File: config.mk
export PLATFORM = sky130hd
export DESIGN_NAME = aes_spi_slave
export DESIGN_NICKNAME = d
export VERILOG_FILES = /design/src/rtl/aes_spi_pkg.sv /design/src/rtl/aes_spi_slave_shift_reg.sv /design/src/rtl/aes_spi_slave.sv
export SDC_FILE = /design/constraint.sdc
export NUM_CORES = 1
export LEC_CHECK = 0
export ABC_AREA = 0
export CAP_MARGIN = 5
export CORE_MARGIN = 2
export CORE_UTILIZATION = 53
export CTS_CLUSTER_SIZE = 20
export DETAILED_ROUTE_END_ITERATION = 7
export GPL_ROUTABILITY_DRIVEN = 0
export PLACE_DENSITY = 0.83
export REMOVE_ABC_BUFFERS = 1
export SKIP_CTS_REPAIR_TIMING = 1
export SYNTH_ARGS = -nofsm -noshare
export SYNTH_HDL_FRONTEND = slang
export SYNTH_SLANG_ARGS = --single-unit
File: constraint.sdc
create_clock -name clk -period 3.1 [get_ports clk]
set_input_delay 0.775 -clock clk [delete_from_list [all_inputs] [get_ports clk]]
set_output_delay 0.775 -clock clk [all_outputs]
set_load 0.05 [all_outputs]
File: src/rtl/aes_spi_pkg.sv
// Shared types and default geometry for the AES SPI slave.
package aes_spi_pkg;

  localparam int unsigned NB_DEFAULT = 4;
  localparam int unsigned NK_DEFAULT = 4;
  localparam int unsigned FRAME_BITS = 32 * (NB_DEFAULT + NK_DEFAULT);
  // One start bit followed by the result block.
  localparam int unsigned TX_BITS    = 32 * NB_DEFAULT + 1;

  typedef enum logic [2:0] {
    StIdle,
    StRx,
    StHand,
    StWait,
    StTx
  } state_e;

endpackage

File: src/rtl/aes_spi_slave_shift_reg.sv
// MSB-first shift register with clear, parallel load and serial shift-in.
module spi_shift_reg #(
  parameter int unsigned Width = 8
) (
  input  logic             clk,
  input  logic             rst,
  input  logic             clr,
  input  logic             load,
  input  logic [Width-1:0] din,
  input  logic             shift,
  input  logic             sin,
  output logic [Width-1:0] q
);

  logic [Width-1:0] q_q;

  always_ff @(posedge clk) begin
    if (!rst) begin
      q_q <= '0;
    end else if (clr) begin
      q_q <= '0;
    end else if (load) begin
      q_q <= din;
    end else if (shift) begin
      q_q <= {q_q[Width-2:0], sin};
    end
  end

  assign q = q_q;

endmodule

File: src/rtl/aes_spi_slave.sv
// SPI-style slave: receives a message/key frame, hands it to the AES core, returns the result.
module aes_spi_slave
  import aes_spi_pkg::*;
#(
  parameter int unsigned nb = NB_DEFAULT,
  parameter int unsigned nk = NK_DEFAULT
) (
  input  logic            clk,
  input  logic            rst,
  input  logic            cs,
  input  logic            Mosi,
  output logic            Miso,
  output logic            blk_valid,
  input  logic            blk_ready,
  output logic [32*nb-1:0] msg_out,
  output logic [32*nk-1:0] key_out,
  input  logic            res_valid,
  input  logic [32*nb-1:0] res_data,
  output logic            res_ready,
  output logic            busy,
  output logic            done,
  output logic            frame_err
);

  localparam int unsigned BlkBits   = 32 * nb;
  localparam int unsigned KeyBits   = 32 * nk;
  localparam int unsigned FrameBits = BlkBits + KeyBits;
  localparam int unsigned CntW      = $clog2(FrameBits) + 1;

  state_e              state_q, state_d;
  logic [CntW-1:0]     cnt_q, cnt_d;
  logic                miso_q, miso_d;
  logic                done_q, done_d;
  logic                ferr_q, ferr_d;
  logic                armed_q, armed_d;
  logic [BlkBits-1:0]  msg_q, msg_d;
  logic [KeyBits-1:0]  key_q, key_d;

  logic                rx_clr, rx_load, rx_shift;
  logic                tx_clr, tx_load, tx_shift;
  logic [FrameBits-2:0] rx_q;
  logic [BlkBits-1:0]  tx_q;
  logic [FrameBits-1:0] frame;
  logic                unused_tx;

  // The final bit is taken straight from Mosi, so RX only stores FrameBits-1 bits.
  spi_shift_reg #(.Width(FrameBits - 1)) u_rx_sr (
    .clk   (clk),
    .rst   (rst),
    .clr   (rx_clr),
    .load  (rx_load),
    .din   ({{(FrameBits - 2){1'b0}}, Mosi}),
    .shift (rx_shift),
    .sin   (Mosi),
    .q     (rx_q)
  );

  spi_shift_reg #(.Width(BlkBits)) u_tx_sr (
    .clk   (clk),
    .rst   (rst),
    .clr   (tx_clr),
    .load  (tx_load),
    .din   (res_data),
    .shift (tx_shift),
    .sin   (1'b0),
    .q     (tx_q)
  );

  assign frame     = {rx_q, Mosi};
  assign unused_tx = ^tx_q[BlkBits-2:0];

  always_comb begin
    state_d  = state_q;
    cnt_d    = cnt_q;
    miso_d   = 1'b1;
    done_d   = 1'b0;
    ferr_d   = 1'b0;
    armed_d  = armed_q;
    msg_d    = msg_q;
    key_d    = key_q;
    rx_clr   = 1'b0;
    rx_load  = 1'b0;
    rx_shift = 1'b0;
    tx_clr   = 1'b0;
    tx_load  = 1'b0;
    tx_shift = 1'b0;
    case (state_q)
      StIdle: begin
        if (!cs) begin
          armed_d = 1'b1;
        end else if (armed_q) begin
          rx_load = 1'b1;
          cnt_d   = CntW'(1);
          state_d = StRx;
        end
      end
      StRx: begin
        if (!cs) begin
          rx_clr  = 1'b1;
          cnt_d   = '0;
          ferr_d  = 1'b1;
          state_d = StIdle;
        end else if (cnt_q == CntW'(FrameBits - 1)) begin
          msg_d   = frame[FrameBits-1 -: BlkBits];
          key_d   = frame[KeyBits-1:0];
          rx_clr  = 1'b1;
          cnt_d   = '0;
          state_d = StHand;
        end else begin
          rx_shift = 1'b1;
          cnt_d    = cnt_q + CntW'(1);
        end
      end
      StHand: begin
        if (blk_ready) state_d = StWait;
      end
      StWait: begin
        if (res_valid) begin
          tx_load = 1'b1;
          miso_d  = 1'b0;
          cnt_d   = '0;
          state_d = StTx;
        end
      end
      StTx: begin
        if (!cs) begin
          tx_clr  = 1'b1;
          cnt_d   = '0;
          ferr_d  = 1'b1;
          state_d = StIdle;
        end else if (cnt_q == CntW'(BlkBits)) begin
          tx_clr  = 1'b1;
          cnt_d   = '0;
          done_d  = 1'b1;
          armed_d = 1'b0;
          state_d = StIdle;
        end else begin
          miso_d   = tx_q[BlkBits-1];
          tx_shift = 1'b1;
          cnt_d    = cnt_q + CntW'(1);
        end
      end
      default: state_d = StIdle;
    endcase
  end

  always_ff @(posedge clk) begin
    if (!rst) begin
      state_q <= StIdle;
      cnt_q   <= '0;
      miso_q  <= 1'b1;
      done_q  <= 1'b0;
      ferr_q  <= 1'b0;
      armed_q <= 1'b1;
      msg_q   <= '0;
      key_q   <= '0;
    end else begin
      state_q <= state_d;
      cnt_q   <= cnt_d;
      miso_q  <= miso_d;
      done_q  <= done_d;
      ferr_q  <= ferr_d;
      armed_q <= armed_d;
      msg_q   <= msg_d;
      key_q   <= key_d;
    end
  end

  assign Miso      = miso_q;
  assign blk_valid = (state_q == StHand);
  assign res_ready = (state_q == StWait);
  assign busy      = (state_q != StIdle);
  assign done      = done_q;
  assign frame_err = ferr_q;
  assign msg_out   = msg_q;
  assign key_out   = key_q;

endmodule

==> metrics.md <==
| Metric | Value |
|---|---|
| Run status | completed |
| Worst Path Arrival | 2.18 ns |
| WP buf/inv | 1 |
| Slew @ Worst Pin | 0.653 ns |
| DR iter-0 viols | 2,236 |
| Reg2reg path depth | 11 |
| CTS buffer count | 66 |
| Min cycle time layout | 2.96 ns |
| Syn avg cell area | 8.30 sq um |
| Reg clk slew, reported paths | 0.06 ns |
| Top cell type's share of synthesized area | 54.2% |
| Die Y | 218 um |
| Leak | 11.0 nW |
| Synth warnings | 0 |
| Io pins | 396 |
| CP Max Fanout | 14 |
| Drt wl/cell | 16.6 um |
| Die Wd | 218 um |
| CP endpoint kind | primary output |
| RSZ-0062 raised after global routing | false |
| Hold EP | u_rx_sr.q[205] |
| Total gr overflow | 0 |
| Worst-case clock buffer depth | 3 |
| Final worst path period share | 95.3% |
| Synth area leaders | dfxtp_1 54%, nand2_1 16%, a21oi_1 11% |
| CTS tree | done |
| Async SR Flop Fraction | 0% |
| Vias in the first global route | 20.1k |
| H-tree depth | 3 |
| PwrDens | 563 nW/um^2 |
| Most frequent cells in the layout | 1,036 x nand2_1, 655 x dfxtp_1, 522 x a21oi_1, 393 x clkdlybuf4s50_1, 137 x nor2_1 |
| Area Overhead vs Synth | 27.7% |
| Cells after synthesis | 2,915 |
| Final Hold Viols | 0 |
| Max-slew violations | 0 |
| Mapped Area | 24,200 sq um |
| WP data required | 2.32 ns |
| Prevailing post-synth register cell | dfxtp_1 |
| Total GRT Usage | 26.1% |
| Delay-heaviest family, CP | buffers and inverters |
| Sequential area share after synthesis | 54.2% |
| Via density | 5.51 |
| Hpwl dp | 41,700 um |
| Post-route ant nets | 0 |
| Routed WL | 63,900 um |
| Flop2flop setup slack | 0.31 ns |
| Crit Reg-Reg Startpoint | cnt_q[1] |
| Critical path startpoint category | flip-flop |
| WHS Path Cells | 2 |
| Core area | 45,200 sq um |
| Crit path cell chain | or3_1 -> clkdlybuf4s50_1 |
| HP Start | u_rx_sr.q[204] |
| # setup viols final | 0 |
| Max-cap violations | 0 |
| Port bufs | 395 |
| Number of synthesized flops with an enable pin | 0 |
| Final Power | 17.4 mW |
| Skew-Pair Late Insertion Delay | 0.59 ns |
| Initial antenna violation count | 0 |
| DIE AREA | 47,400 sq um |
| Clock skew | 0.0202 ns |
| Largest net degree at the start of global routing | 102 |
| Worst flop-to-flop path endpoint | u_rx_sr.q[109] |
| Root Buffer | clkbuf_16 |
| Final Util | 68.4% |
| Max Freq | 338 MHz |
| Slew margin rel. | 56.5% |
| Max incr delay on CP | 0.81 ns |
| Yosys cell types | 46 |
| # DRC | 0 |
| FF+latch count, synth | 655 |
| Worst path slowest cell | clkdlybuf4s50_1 |
| Num rows | 78 |
| Area leader, netlist | dfxtp_1 |
| Diodes inserted | 0 |
| Critical Path Source | state_q[0] |
| Initial Util | 53.5% |
| WS Path Type | reg -> out |
| Commonest non-fill, non-tap cell in the layout | nand2_1 |
| Worst VDD drop | 0.000444 V |
| Fin Hold WS | 0.452 ns |
| Nets | 3,341 |
| Sink Count | 655 |
| Share of cells above drive strength 1 | 6.17% |
| First-pass GRT wire length | 101,000 um |
| Hold Path Class | reg -> reg |
| Vias | 21.3k |
| Pre-antenna DRT Iters | 6 |
-- worst min-delay path: cells and delay by family, from the launching register on --
kind / cells / cell delay [ns]
flip-flops: 1 / 0.32
AND/OR/NAND/NOR: 1 / 0.06
AO/OA/AOI/OAI: 1 / 0.05
-- cell families after synthesis --
logic type / count (synthesis) / share of synthesized area [%]
AOI/OAI and AO/OA: 677 / 15.9
adders and majority gates: 4 / 0.207
buffers and inverters: 242 / 5.09
DFF: 655 / 54.2
muxes: 130 / 5.38
and+or+nand+nor: 1207 / 19.2
-- how the worst max path moves through the flow --
stage          slack, ns     endpoint  cells after the start
6_report            0.14         busy                      2
5_1_grt             0.05         busy                      2
4_1_cts            -0.17    res_ready                      3
3_5_place_dp        0.25   msg_out[1]                      6
3_3_place_gp        0.35  key_out[74]                      6
2_1_floorplan      -6.47     cnt_q[6]                      9
-- cell type report --
cell class              count  area [sq um]
clock buffers              96          1980
clock inverters            26           357
fillers                  3356         14300
inverters                   8          37.5
multi-input cells        2018          9900
flip-flops and latches    655         13100
well taps                 600           751
repair buffers            454          4780
-- synth_stat cells (all sizes together), types with 2 or more instances --
cell	instances
nand3	6
dfxtp	655
nand3b	2
o21ai	7
a211oi	128
and4bb	2
o221ai	2
nand2b	5
inv	8
a31oi	2
nor2	137
a21oi	522
ha	4
o22ai	4
and2	3
nor3	6
buf	133
o211ai	2
o31ai	2
mux2i	129
nand2	1037
nor2b	4
clkbuf	101
-- flip-flops by register name, summed over array words and instances (netlist names) --
| name | count |
|---|---|
| msg_out | 128 |
| state_q | 3 |
| Miso | 1 |
| armed_q | 1 |
| cnt_q | 9 |
| u_tx_sr.q | 128 |
| done | 1 |
| u_rx_sr.q | 255 |
| key_out | 128 |
| frame_err | 1 |
-- per-layer routing --
metal	GRT usage, %	part of all wire, %
met5	0	0
met4	10.1	3.0
met3	4.99	8.4
met2	43.5	48
met1	33.5	40
-- stage by stage --
step                instances  cell area [sq um]  setup WS [ns]  setup TNS (ns)
CTS                      3857              30900         -0.171          -0.291
global route             3857              30900         0.0476               0
floorplan                2681              23000          -6.47        -2849.70
global placement         3735              28600          0.345               0
detailed placement       3735              28600          0.250               0
finish                   3857              30900          0.145               0
-- report_power, final --
group	switching [mW]	internal, mW	total [mW]
sequential	0.00573	8.42	8.42
clock	3.35	5.06	8.41
combinational	0.337	0.222	0.559
total	3.69	13.7	17.4
No activity file was read; power rests on OpenSTA's default activity.
